`src/rtl/sifh_hist_engine.sv`:
```
// Two-pass photon timestamp histogram engine.
// A coarse pass locates the busiest coarse bin per pixel, a window pass turns
// that bin into a fine-window base (TL), and a fine pass histograms inside the
// window to produce a per-pixel fine peak timestamp and its count.
//
// state   | meaning
// --------+-----------------------------------------------------------
// CLEAR   | zero one histogram bin per cycle, clear per-pixel peak regs
// COARSE  | accept samples, histogram on the top NB timestamp bits
// WINDOW  | one pixel per cycle: coarse peak bin -> fine window base TL
// CLEAR2  | same as CLEAR, TL values are kept
// FINE    | accept samples, histogram in-window samples at fine resolution
// OUTPUT  | present one pixel result per out_valid/out_ready handshake
module sifh_hist_engine #(
    parameter int  NP       = 12,
    parameter int  NB       = 4,
    parameter int  PIXELS   = 2,
    parameter int  DATA_NUM = 2,
    parameter int  ACQ_NUM  = 3,
    parameter int  CNT_W    = 4,
    localparam int PW       = (PIXELS > 1) ? $clog2(PIXELS) : 1
) (
    input  logic             clk,
    input  logic             res,
    input  logic             in_valid,
    output logic             in_ready,
    input  logic [NP-1:0]    in_data,
    output logic             out_valid,
    input  logic             out_ready,
    output logic [PW-1:0]    out_pixel,
    output logic [NP-1:0]    out_peak,
    output logic [CNT_W-1:0] out_count,
    output logic             fine_pass
);

    localparam int NBINS = PIXELS << NB;
    localparam int AW    = PW + NB;
    localparam int DW    = (DATA_NUM > 1) ? $clog2(DATA_NUM) : 1;
    localparam int QW    = (ACQ_NUM > 1) ? $clog2(ACQ_NUM) : 1;
    localparam int CS    = NP - NB;
    localparam int FS    = NP - 2 * NB;

    localparam logic [NP:0]      WIN      = (NP + 1)'(1) << CS;
    localparam logic [NP:0]      WIN_M1   = WIN - (NP + 1)'(1);
    localparam logic [NP:0]      HALF     = WIN >> 1;
    localparam logic [NP:0]      TL_MAX   = ((NP + 1)'(1) << NP) - WIN;
    localparam logic [CNT_W-1:0] CNT_MAX  = '1;
    localparam logic [AW-1:0]    LAST_BIN = AW'(NBINS - 1);
    localparam logic [PW-1:0]    LAST_PIX = PW'(PIXELS - 1);
    localparam logic [DW-1:0]    LAST_D   = DW'(DATA_NUM - 1);
    localparam logic [QW-1:0]    LAST_A   = QW'(ACQ_NUM - 1);

    typedef enum logic [2:0] {
        S_CLEAR, S_COARSE, S_WINDOW, S_CLEAR2, S_FINE, S_OUTPUT
    } state_t;

    state_t state;

    logic [CNT_W-1:0] hist [NBINS];
    logic [CNT_W-1:0] mx   [PIXELS];
    logic [NB-1:0]    mb   [PIXELS];
    logic [NP-1:0]    tl   [PIXELS];

    logic [AW-1:0] idx;
    logic [DW-1:0] d_cnt;
    logic [PW-1:0] p_cnt;
    logic [QW-1:0] a_cnt;

    // Update stage: one registered hit, applied to the histogram next cycle.
    logic          p1_valid;
    logic [PW-1:0] p1_pix;
    logic [NB-1:0] p1_bin;

    logic             fire, last_smp, clearing, hit, in_win;
    logic [NP-1:0]    cur_tl;
    logic [NP:0]      lo, hi, din;
    logic [NB-1:0]    f_bin, bin_sel;
    logic [AW-1:0]    p1_addr;
    logic [CNT_W-1:0] rd_cnt, inc_cnt;
    logic [PW-1:0]    w_pix, o_sel;
    logic [NB-1:0]    w_cbin;
    logic [NP:0]      w_sh, w_tl, w_tl_c;
    logic [NP-1:0]    o_peak;
    logic [CNT_W-1:0] o_cnt;

    assign fire     = in_valid && in_ready;
    assign last_smp = (d_cnt == LAST_D) && (p_cnt == LAST_PIX) && (a_cnt == LAST_A);
    assign clearing = (state == S_CLEAR) || (state == S_CLEAR2);

    // Fine window test and fine bin for the current pixel's TL.
    assign cur_tl  = tl[p_cnt];
    assign lo      = {1'b0, cur_tl};
    assign hi      = lo + WIN_M1;
    assign din     = {1'b0, in_data};
    assign in_win  = (din >= lo) && (din <= hi);
    assign f_bin   = NB'((in_data - cur_tl) >> FS);
    assign bin_sel = (state == S_FINE) ? f_bin : in_data[NP-1:CS];
    assign hit     = !(&in_data) && ((state == S_FINE) ? in_win : 1'b1);

    // The write of one update lands at the same edge the next hit is
    // registered, so back-to-back hits on one bin read the fresh count.
    assign p1_addr = {p1_pix, p1_bin};
    assign rd_cnt  = hist[p1_addr];
    assign inc_cnt = (rd_cnt == CNT_MAX) ? rd_cnt : rd_cnt + CNT_W'(1);

    // Coarse peak bin -> fine window base, clamped to the timestamp range.
    assign w_pix  = idx[PW-1:0];
    assign w_cbin = (mx[w_pix] == '0) ? '0 : mb[w_pix];
    assign w_sh   = (NP + 1)'(w_cbin) << CS;
    assign w_tl   = (w_cbin == '0) ? '0 : w_sh - HALF;
    assign w_tl_c = (w_tl > TL_MAX) ? TL_MAX : w_tl;

    // Result fields for the pixel presented next.
    assign o_sel  = (state == S_OUTPUT) ? out_pixel + PW'(1) : '0;
    assign o_cnt  = mx[o_sel];
    assign o_peak = (o_cnt == '0) ? '1 : tl[o_sel] + (NP'(mb[o_sel]) << FS);

    // Histogram storage: bin clear during CLEAR/CLEAR2, otherwise hit updates.
    always_ff @(posedge clk) begin
        if (clearing) begin
            hist[idx] <= '0;
        end else if (p1_valid) begin
            hist[p1_addr] <= inc_cnt;
        end
    end

    // Sequencer, sample position tracking, peak tracking and result registers.
    always_ff @(posedge clk) begin
        if (res) begin
            state     <= S_CLEAR;
            idx       <= '0;
            d_cnt     <= '0;
            p_cnt     <= '0;
            a_cnt     <= '0;
            p1_valid  <= 1'b0;
            p1_pix    <= '0;
            p1_bin    <= '0;
            in_ready  <= 1'b0;
            out_valid <= 1'b0;
            out_pixel <= '0;
            out_peak  <= '0;
            out_count <= '0;
            fine_pass <= 1'b0;
        end else begin
            p1_valid <= fire && hit;
            p1_pix   <= p_cnt;
            p1_bin   <= bin_sel;

            if (p1_valid && (inc_cnt > mx[p1_pix])) begin
                mx[p1_pix] <= inc_cnt;
                mb[p1_pix] <= p1_bin;
            end

            if (fire) begin
                if (d_cnt == LAST_D) begin
                    d_cnt <= '0;
                    if (p_cnt == LAST_PIX) begin
                        p_cnt <= '0;
                        a_cnt <= (a_cnt == LAST_A) ? '0 : a_cnt + QW'(1);
                    end else begin
                        p_cnt <= p_cnt + PW'(1);
                    end
                end else begin
                    d_cnt <= d_cnt + DW'(1);
                end
                if (last_smp) in_ready <= 1'b0;
            end

            case (state)
                S_CLEAR, S_CLEAR2: begin
                    for (int i = 0; i < PIXELS; i++) begin
                        mx[i] <= '0;
                        mb[i] <= '0;
                    end
                    if (idx == LAST_BIN) begin
                        idx      <= '0;
                        d_cnt    <= '0;
                        p_cnt    <= '0;
                        a_cnt    <= '0;
                        in_ready <= 1'b1;
                        state    <= (state == S_CLEAR) ? S_COARSE : S_FINE;
                    end else begin
                        idx <= idx + AW'(1);
                    end
                end
                S_COARSE: begin
                    if (!in_ready && !p1_valid) state <= S_WINDOW;
                end
                S_WINDOW: begin
                    tl[w_pix] <= NP'(w_tl_c);
                    if (w_pix == LAST_PIX) begin
                        idx       <= '0;
                        fine_pass <= 1'b1;
                        state     <= S_CLEAR2;
                    end else begin
                        idx <= idx + AW'(1);
                    end
                end
                S_FINE: begin
                    if (!in_ready && !p1_valid) begin
                        out_valid <= 1'b1;
                        out_pixel <= '0;
                        out_peak  <= o_peak;
                        out_count <= o_cnt;
                        state     <= S_OUTPUT;
                    end
                end
                S_OUTPUT: begin
                    if (out_ready) begin
                        if (out_pixel == LAST_PIX) begin
                            out_valid <= 1'b0;
                            fine_pass <= 1'b0;
                            state     <= S_CLEAR;
                        end else begin
                            out_pixel <= o_sel;
                            out_peak  <= o_peak;
                            out_count <= o_cnt;
                        end
                    end
                end
                default: state <= S_CLEAR;
            endcase
        end
    end

endmodule

```
`config.mk`:
```
export PLATFORM = sky130hd
export DESIGN_NAME = sifh_hist_engine
export DESIGN_NICKNAME = d
export VERILOG_FILES = /design/src/rtl/sifh_hist_engine.sv
export SDC_FILE = /design/constraint.sdc
export NUM_CORES = 1
export LEC_CHECK = 0
export CORE_MARGIN = 5
export CORE_UTILIZATION = 50
export DETAILED_ROUTE_END_ITERATION = 10
export PLACE_DENSITY = 0.78
export SETUP_SLACK_MARGIN = 0.5
export SLEW_MARGIN = 25
export SYNTH_ARGS = -nofsm -noshare
export SYNTH_HDL_FRONTEND = slang
export SYNTH_SLANG_ARGS = --single-unit
```
`constraint.sdc`:
```
create_clock -name clk -period 4.15 [get_ports clk]
set_input_delay 0.6225 -clock clk [delete_from_list [all_inputs] [get_ports clk]]
set_output_delay 0.6225 -clock clk [all_outputs]
set_load 0.02 [all_outputs]
```
Word-level counts from Yosys, hierarchy flattened. Memory sizes are Yosys's and may differ from the RTL's. A register that Yosys moved wholly into a read port is not among the register bits. Index checks and enable logic that the tools add are counted.

Bits in writable memories: 168. Flip-flop bits (word level): 38. Output and inout bits: 20. Bits of input ports: 16. Memories: 4.

$add $sub $neg: 10. Equal/unequal tests: 15. Order comparisons: 4. Muxes and demuxes: 80. Reductions and logical operators: 27.

Memories: hist (words 32, width 4, read ports 1, clocked after Yosys merged registers in 1, wr ports 1, line 59) `logic [CNT_W-1:0] hist [NBINS];`; tl (words 2, width 12, read ports 2, clocked after Yosys merged registers in 1, wr ports 1, line 62) `logic [NP-1:0] tl [PIXELS];`; mb (words 2, width 4, read ports 2, clocked after Yosys merged registers in 1, wr ports 3, line 61) `logic [NB-1:0] mb [PIXELS];`; mx (words 2, width 4, read ports 3, clocked after Yosys merged registers in 2, wr ports 3, line 60) `logic [CNT_W-1:0] mx [PIXELS];`.

Operators by type and width (number): $mux 12 (5); $mux 1 (43); $mux 4 (7); $pmux 12 s2 (1); $mux 3 (7); $mux 5 (4); $pmux 3 s5 (1); $add 12x8->13 const B (1); $gt 13x12->1 const B (1); $le 12x13->1 (1); $mux 13 (1); $sub 12x8->13 const B (1); $add 12x8->12 (1); $ge 12x12->1 (1); $logic_not 4->1 (3); $mux 2 (6); $ne 2x2->1 const B (6); $reduce_and 12->1 (1); $reduce_and 4->1 (3); $pmux 5 s2 (1); $logic_and 1x1->1 (8); $pmux 4 s2 (1); $sub 8x8->8 (1); $eq 3x2->1 const B (2); 20 further kinds (29).

Longest topological paths before layout. Gate-level depths: netlist of run 1. An unclocked memory read counts as a cell.

Depth in word-level cells: 8. Mapped depth: 21. Gate-level depth less buffers: 17.

Worst setup path after synthesis of run 1. OpenSTA, ideal clock, no wires.

Kind: register to register. Start: register p1_bin[0]. End: memory mb[1][0]. Stages on the path, launching flop included: 18. Path buffers: 1. Required time: 4.022 ns. Setup time: 0.128 ns. Period minus slack after synthesis: 4.027 ns. Setup slack: 0.123 ns. Arrival: 3.899 ns. Path through: dfxtp_1 buf_4 mux4_2 mux2_2 or3_1 nor3b_1 ha_1 nand4_1 mux2i_1 inv_2 ha_1 nor2b_1 o21ai_1 nand2b_1 a21oi_1 nor3_2 mux2i_1 nor2_1.

RTL lines: from (decl) (line 72) `logic [NB-1:0] p1_bin;`; from (signal assigned) (line 147) `p1_bin <= bin_sel;`; to (decl) (line 61).

==> impl_metrics.toml, run 1 <==
[status]
status = "completed"

[power]
switching_share_pct = 22.63
peakVddDrop_mv = 0.3149
p_clk_share_pct = 40.4
p_int_mw = 3.067
pwr_density_cell_nw_per_um2 = 379.8
finalPower_mw = 3.964
p_leak_nw = 3.745
p_sw_uw = 897.0
seq_power_share_pct = 51.6
pwr-share-comb_pct = 8.0

[detailed_routing]
drtPass1Iterations = 5
routed_wl_mm = 20.68
routedWlPerCell_um = 21.41
remaining_drc_errors = 0
num_vias = 5868
viasPerCell = 6.075
drtAntennaViolNets = 0
drt_iter0_markers = 679

[placement]
io_buffers = 35
dp.cells = 907
post-dp-hpwl_mm = 12.94
dp_slack_ns = -0.06194
gp_congestion = 0.8988
place_area_um2 = 9348

[synth]
ys_top_cells_by_count = "edfxtp_1 (138), nor2_1 (88), dfxtp_1 (52)"
synthArstFlopShare_pct = 0
yosysWarnings = 0
synthTopCellsByArea = "edfxtp_1 (48%), dfxtp_1 (12%), mux4_2 (8.8%)"
synth_top_cell_by_area = "edfxtp_1"
syn_area_um2 = 8705
synth_edf_count = 138
synth.most_common_cell = "edfxtp_1"
synth-seq-area-share_pct = 59.57
syn_area_per_cell_um2 = 13.09
netlist-cell-type-count = 62
synth_top_area_share_pct = 47.61
synthFlopType = "edfxtp_1"
syn-num-nets = 704
syn_inst = 665
synth_seq_cells = 190

[finish]
nets = 768
syn_to_final_growth_pct = 19.92
final_util_pct = 60.77
diodes = 0
layout.cells.non_filler = 966
drive_gt1_share_pct = 21.86
postLayoutCellArea_um2 = 10440
fillers = 1249

[clock_network]
cts_hold_buf = 0
numCtsBuffers = 17
root_buffer = "clkbuf_16"
cts_sinks = 190
clkTransAtPathRegs_ns = 0.08
clk_latency_ns = 0.45
cts_tree = "built"
cts_htree_levels = 4
clockBufferDepth = 2

[sta]
relSlewSlack_pct = 27.69
finClkSkew_ns = 0.01601
rsz0062_at_grt = "true"
setup_slack_ns = 0.1781
post-route-min-period_ns = 3.972
worstMarginPinSlew_ns = 1.080
maxSlewViolCount = 0
layout_worst_path_cycle_share_pct = 95.71
hold_violations = 0
fmax_mhz = 251.8
setup-violations-final = 0

[grt]
grt_pass1_vias = 5735
grt_use_total_pct = 20.74
grt_max_degree = 33
antenna_found_initial = 0
overflow = 0
grt_pass1_wl_mm = 31.88

[die]
core_um2 = 17180
die_w_um = 141.9
initial_core_util_pct = 50.68
row_count = 48
fp.dieH_um = 141.9
io_pins = 36
die_area_um2 = 20150

[critical_path]
rr_worst_depth = 19
end_kind = "register"
cp.required_ns = 4.43
cp-start-kind = "register"
cp.arrival_ns = 4.26
cp_max_fo = 7
path_class = "register to register"

[min_path]
min_path_type = "register to register"
min_path_cells = 2

[run]
max_cap_viol_count = 0
-- per-stage QoR --
step	hold WS [ns]	setup TNS [ns]
detailed placement	0.4721	-0.06194
global route	0.5191	0
floorplan	0.4427	0
global placement	0.4624	0
CTS	0.4934	0
finish	0.4891	0
-- flip-flops by register name, indices dropped and copies added, names as in the netlist, named ones only --
signal     cells
a_cnt          2
d_cnt          1
fine_pass      1
hist         128
idx            5
in_ready       1
mb             8
mx             8
out_count      4
out_peak       9
out_pixel      1
out_valid      1
p1_bin         4
p1_pix         1
p1_valid       1
p_cnt          1
state          3
tl            10
-- critical path: stages (launching register included) --
cell,delay [ns]
dfxtp_4,0.40
buf_12,0.16
buf_12,0.13
mux4_2,0.49
mux2_4,0.30
o22ai_4,0.18
nor3b_4,0.09
ha_4,0.18
nand4_1,0.12
mux2i_2,0.27
inv_2,0.07
ha_4,0.27
nor2b_4,0.13
o21ai_2,0.05
nand2b_1,0.15
a21oi_4,0.11
buf_4,0.14
or3_4,0.37
nand2_1,0.10
a21oi_1,0.08
-- layer usage --
metal  vias up  wire length, um  track usage (%)
met1      2900             8170            26.49
met5         -                0                0
li1       2640                -                -
met3        61             1443            5.108
met2       267            10360            33.92
met4         0              704            9.091
-- power groups by stage --
stage | logic [mW] | clock network, mW | registers [mW]
CTS | 0.276 | 1.61 | 2.04
global placement | 0.219 | 0 | 2.08
detailed placement | 0.228 | 0 | 2.09
finish | 0.318 | 1.60 | 2.05
global route | 0.337 | 1.70 | 2.05
floorplan | 0.159 | 0 | 2.08
-- layout make-up --
| type | count | area, um2 | area share (%) |
|---|---|---|---|
| Clock inverter | 13 | 138.9 | 1.330 |
| Sequential cell | 190 | 5195 | 49.77 |
| Tap cell | 225 | 281.5 | 2.697 |
| Clock buffer | 18 | 429.2 | 4.111 |
| Timing Repair Buffer | 83 | 860.8 | 8.246 |
| Inverter | 18 | 67.56 | 0.6472 |
| Multi-Input combinational cell | 419 | 3466 | 33.20 |
-- cell families (layout without fill, tap and decap cells) --
group	after synthesis	in the layout	synth area share (%)
DFF	190	190	59.57
and+or+nand+nor	213	213	11.97
adders and majority gates	24	24	3.421
AOI/OAI and AO/OA	97	97	7.058
xor gates and xnor gates	8	8	0.8050
muxes	77	77	13.91
buffers and inverters	56	132	3.263
-- worst paths after layout --
check | start | end | slack [ns]
max | p1_bin[0]$_SDFF_PP0_ | mb[0][0]$_SDFFE_PP0P_ | 0.18
min | mb[0][1]$_SDFFE_PP0P_ | mb[0][1]$_SDFFE_PP0P_ | 0.49
max reg2reg | p1_bin[0]$_SDFF_PP0_ | mb[0][0]$_SDFFE_PP0P_ | 0.18
min reg2reg | mb[0][1]$_SDFFE_PP0P_ | mb[0][1]$_SDFFE_PP0P_ | 0.49
-- cell usage in the layout, fill, tap and decap left out, types with 5 or more instances in the layout --
| master | synthesis | final |
|---|---|---|
| nand3_1 | 14 | 14 |
| nor2_1 | 88 | 86 |
| buf_4 | 6 | 35 |
| a211oi_1 | 17 | 17 |
| mux2i_1 | 31 | 29 |
| a31oi_1 | 7 | 5 |
| clkbuf_16 | 0 | 17 |
| nand3b_1 | 7 | 7 |
| clkdlybuf4s50_1 | 0 | 35 |
| nor3b_1 | 7 | 6 |
| mux2_1 | 5 | 5 |
| buf_12 | 0 | 6 |
| mux4_2 | 34 | 34 |
| nor3_1 | 8 | 6 |
| inv_2 | 7 | 7 |
| o22ai_1 | 7 | 5 |
| o21ai_0 | 7 | 7 |
| dfxtp_1 | 52 | 48 |
| ha_1 | 23 | 19 |
| a21oi_1 | 23 | 21 |
| nand2b_1 | 5 | 5 |
| nand2_1 | 41 | 38 |
| inv_1 | 11 | 11 |
| nor2b_1 | 8 | 7 |
| edfxtp_1 | 138 | 138 |
| o21ai_1 | 16 | 15 |
-- what timing repair did --
item / CTS / global route
gates cloned: 3 / 0
setup buffers: 16 / 9
endpoints found under the hold margin: 0 / 0
setup endpoints to repair: 16 / 16
pin swaps: 16 / 13
resized for setup: 31 / 12
Note: power is estimated with default switching activity, not from simulation.
==> run 2, diff against run 1 <==
==> constraint.sdc (replaced) <==
create_clock -name clk -period 4.15 [get_ports clk]
set_input_delay 0.83 -clock clk [delete_from_list [all_inputs] [get_ports clk]]
set_output_delay 0.83 -clock clk [all_outputs]
set_load 0.02 [all_outputs]
==> results of run 2 <==
Same layout as run 1: the final DEF is identical, and so are final timing and power.
==> run 3, diff against run 2 <==
--- a/config.mk
+++ b/config.mk
@@ -5,11 +5,14 @@
 export SDC_FILE = /design/constraint.sdc
 export NUM_CORES = 1
 export LEC_CHECK = 0
+export CAP_MARGIN = 20
+export CORE_ASPECT_RATIO = 2
 export CORE_MARGIN = 5
 export CORE_UTILIZATION = 50
 export DETAILED_ROUTE_END_ITERATION = 10
 export PLACE_DENSITY = 0.78
 export SETUP_SLACK_MARGIN = 0.5
+export SKIP_LAST_GASP = 1
 export SLEW_MARGIN = 25
 export SYNTH_ARGS = -nofsm -noshare
 export SYNTH_HDL_FRONTEND = slang
==> impl_metrics.toml, run 3 (synthesized netlist as in run 1, its figures left out) <==
[die]
row_count = 68
initial_core_util_pct = 50.65
core_um2 = 17190
die_w_um = 103.3
die_area_um2 = 20310
io_pins = 36
fp.dieH_um = 196.6

[sta]
worstMarginPinSlew_ns = 1.124
relSlewSlack_pct = 24.74
timing.hold.ws_ns = 0.4657
finalSetupTns_ns = 0
setup-violations-final = 0
hold_violations = 0
finClkSkew_ns = 0.01199
fmax_mhz = 251.0
maxSlewViolCount = 0
rsz0062_at_grt = "true"
post-route-min-period_ns = 3.984
layout_worst_path_cycle_share_pct = 96.01

[detailed_routing]
viasPerCell = 6.077
routedWlPerCell_um = 21.87
drt_iter0_markers = 376
remaining_drc_errors = 0
drtPass1Iterations = 5
routed_wl_mm = 20.77
drtAntennaViolNets = 0
num_vias = 5773

[run]
max_cap_viol_count = 0

[finish]
largest-register = "hist"
largest_reg_flops = 128
diodes = 0
syn_to_final_growth_pct = 19.38
fillers = 1266
layout_top_registers = "hist: 128 flops, tl: 10 flops, out_peak: 9 flops"
final_common_cell = "edfxtp_1"
drive_gt1_share_pct = 21.22
nets = 766
mostFrequentLayoutCells = "edfxtp_1 (138), nor2_1 (86), dfxtp_1 (49)"

[critical_path]
cp.required_ns = 4.44
crit_slowest_cell = "or4_4"
path_class = "register to register"
cp.arrival_ns = 4.27
end_kind = "register"
slowest_delay_ns = 0.55
crit_chain = "buf_12 -> buf_16 -> buf_8 -> mux4_2 -> o22ai_4 -> or4_4 -> inv_2 -> ha_4 -> nand4_1 -> buf_4 -> xnor2_4 -> inv_2 -> ha_4 -> nand4_1 -> nand3b_1 -> buf_4 -> or3_4 -> nand2_1 -> a21oi_1"
cp_max_fo = 7
cp-start-kind = "register"

[clock_network]
numCtsBuffers = 17
clockBufferDepth = 2
cts_sinks = 190
clk_latency_ns = 0.44
clkTransAtPathRegs_ns = 0.07
cts_tree = "built"
root_buffer = "clkbuf_16"
cts_htree_levels = 4

[power]
pwr_density_cell_nw_per_um2 = 380.5
p_leak_nw = 3.747
peakVddDrop_mv = 0.3032

[status]
status = "completed"

[placement]
gp_congestion = 0.8482
io_buffers = 35
post-dp-hpwl_mm = 14.36

[grt]
overflow = 0
grt_pass1_vias = 5987
grt_pass1_wl_mm = 31.95
grt_use_total_pct = 21.13
grt_max_degree = 34
antenna_found_initial = 0

[min_path]
min_path_type = "register to register"
-- run 3: through the flow --
step	std cells	utilization (%)	cell area (um2)	setup WS, ns	total power, mW
global placement	894	54.22	9319	0.1153	2.307
floorplan	665	-	8742	0.3758	2.235
global route	950	60.46	10390	0.05388	4.078
CTS	941	59.55	10230	0.2922	3.948
finish	950	60.46	10390	0.1658	3.954
detailed placement	894	54.22	9319	0.01456	2.313
-- run 3: worst max-delay path, delay by kind of cell, from the launching register on --
family | cells | cell delay (ns)
simple gates | 6 | 1.48
buf+inv | 7 | 0.99
flops | 1 | 0.39
fa+ha+maj | 2 | 0.36
mux | 1 | 0.26
xor+xnor | 1 | 0.19
compound gates | 2 | 0.17
-- run 3: power breakdown --
group / internal, mW / leakage (nW) / switching, mW
logic: 0.145 / 1.51 / 0.154
clock network: 0.905 / 0.284 / 0.704
registers: 2.03 / 1.95 / 0.0168
-- run 3: final timing paths --
| kind | endpoint | startpoint | cells after the start | slack (ns) |
|---|---|---|---|---|
| max reg2reg | mx[0][3]$_SDFFE_PP0P_ | p1_bin[1]$_SDFF_PP0_ | 19 | 0.17 |
| max | mx[0][3]$_SDFFE_PP0P_ | p1_bin[1]$_SDFF_PP0_ | 19 | 0.17 |
| min | fine_pass$_SDFFE_PP0P_ | fine_pass$_SDFFE_PP0P_ | 2 | 0.47 |
| min reg2reg | fine_pass$_SDFFE_PP0P_ | fine_pass$_SDFFE_PP0P_ | 2 | 0.47 |
-- run 3: final cells by class --
class	count	area [um2]	area share, %
flip-flops and latches	190	5191	49.96
multi-input cells	419	3440	33.10
repair buffers	81	844.6	8.128
clock buffers	23	489.2	4.708
well taps	210	262.8	2.529
clock inverters	9	96.34	0.9272
inverters	18	67.56	0.6502
-- run 3: per-layer routing --
layer  vias to the layer above  global-route usage [%]  routed length (um)
met1                      2832                   20.25                6799
met4                         0                   13.93                1441
li1                       2629                       -                   -
met5                         -                       0                   0
met2                       219                   38.65               11770
met3                        93                   4.605                 764
-- run 3: what timing repair did --
action / in CTS / in global routing
pin swaps: 9 / 18
cloned: 3 / 0
gates resized for setup: 25 / 16
setup buffers: 12 / 9
hold buffers: 0 / 0
setup endpoints to repair: 16 / 16
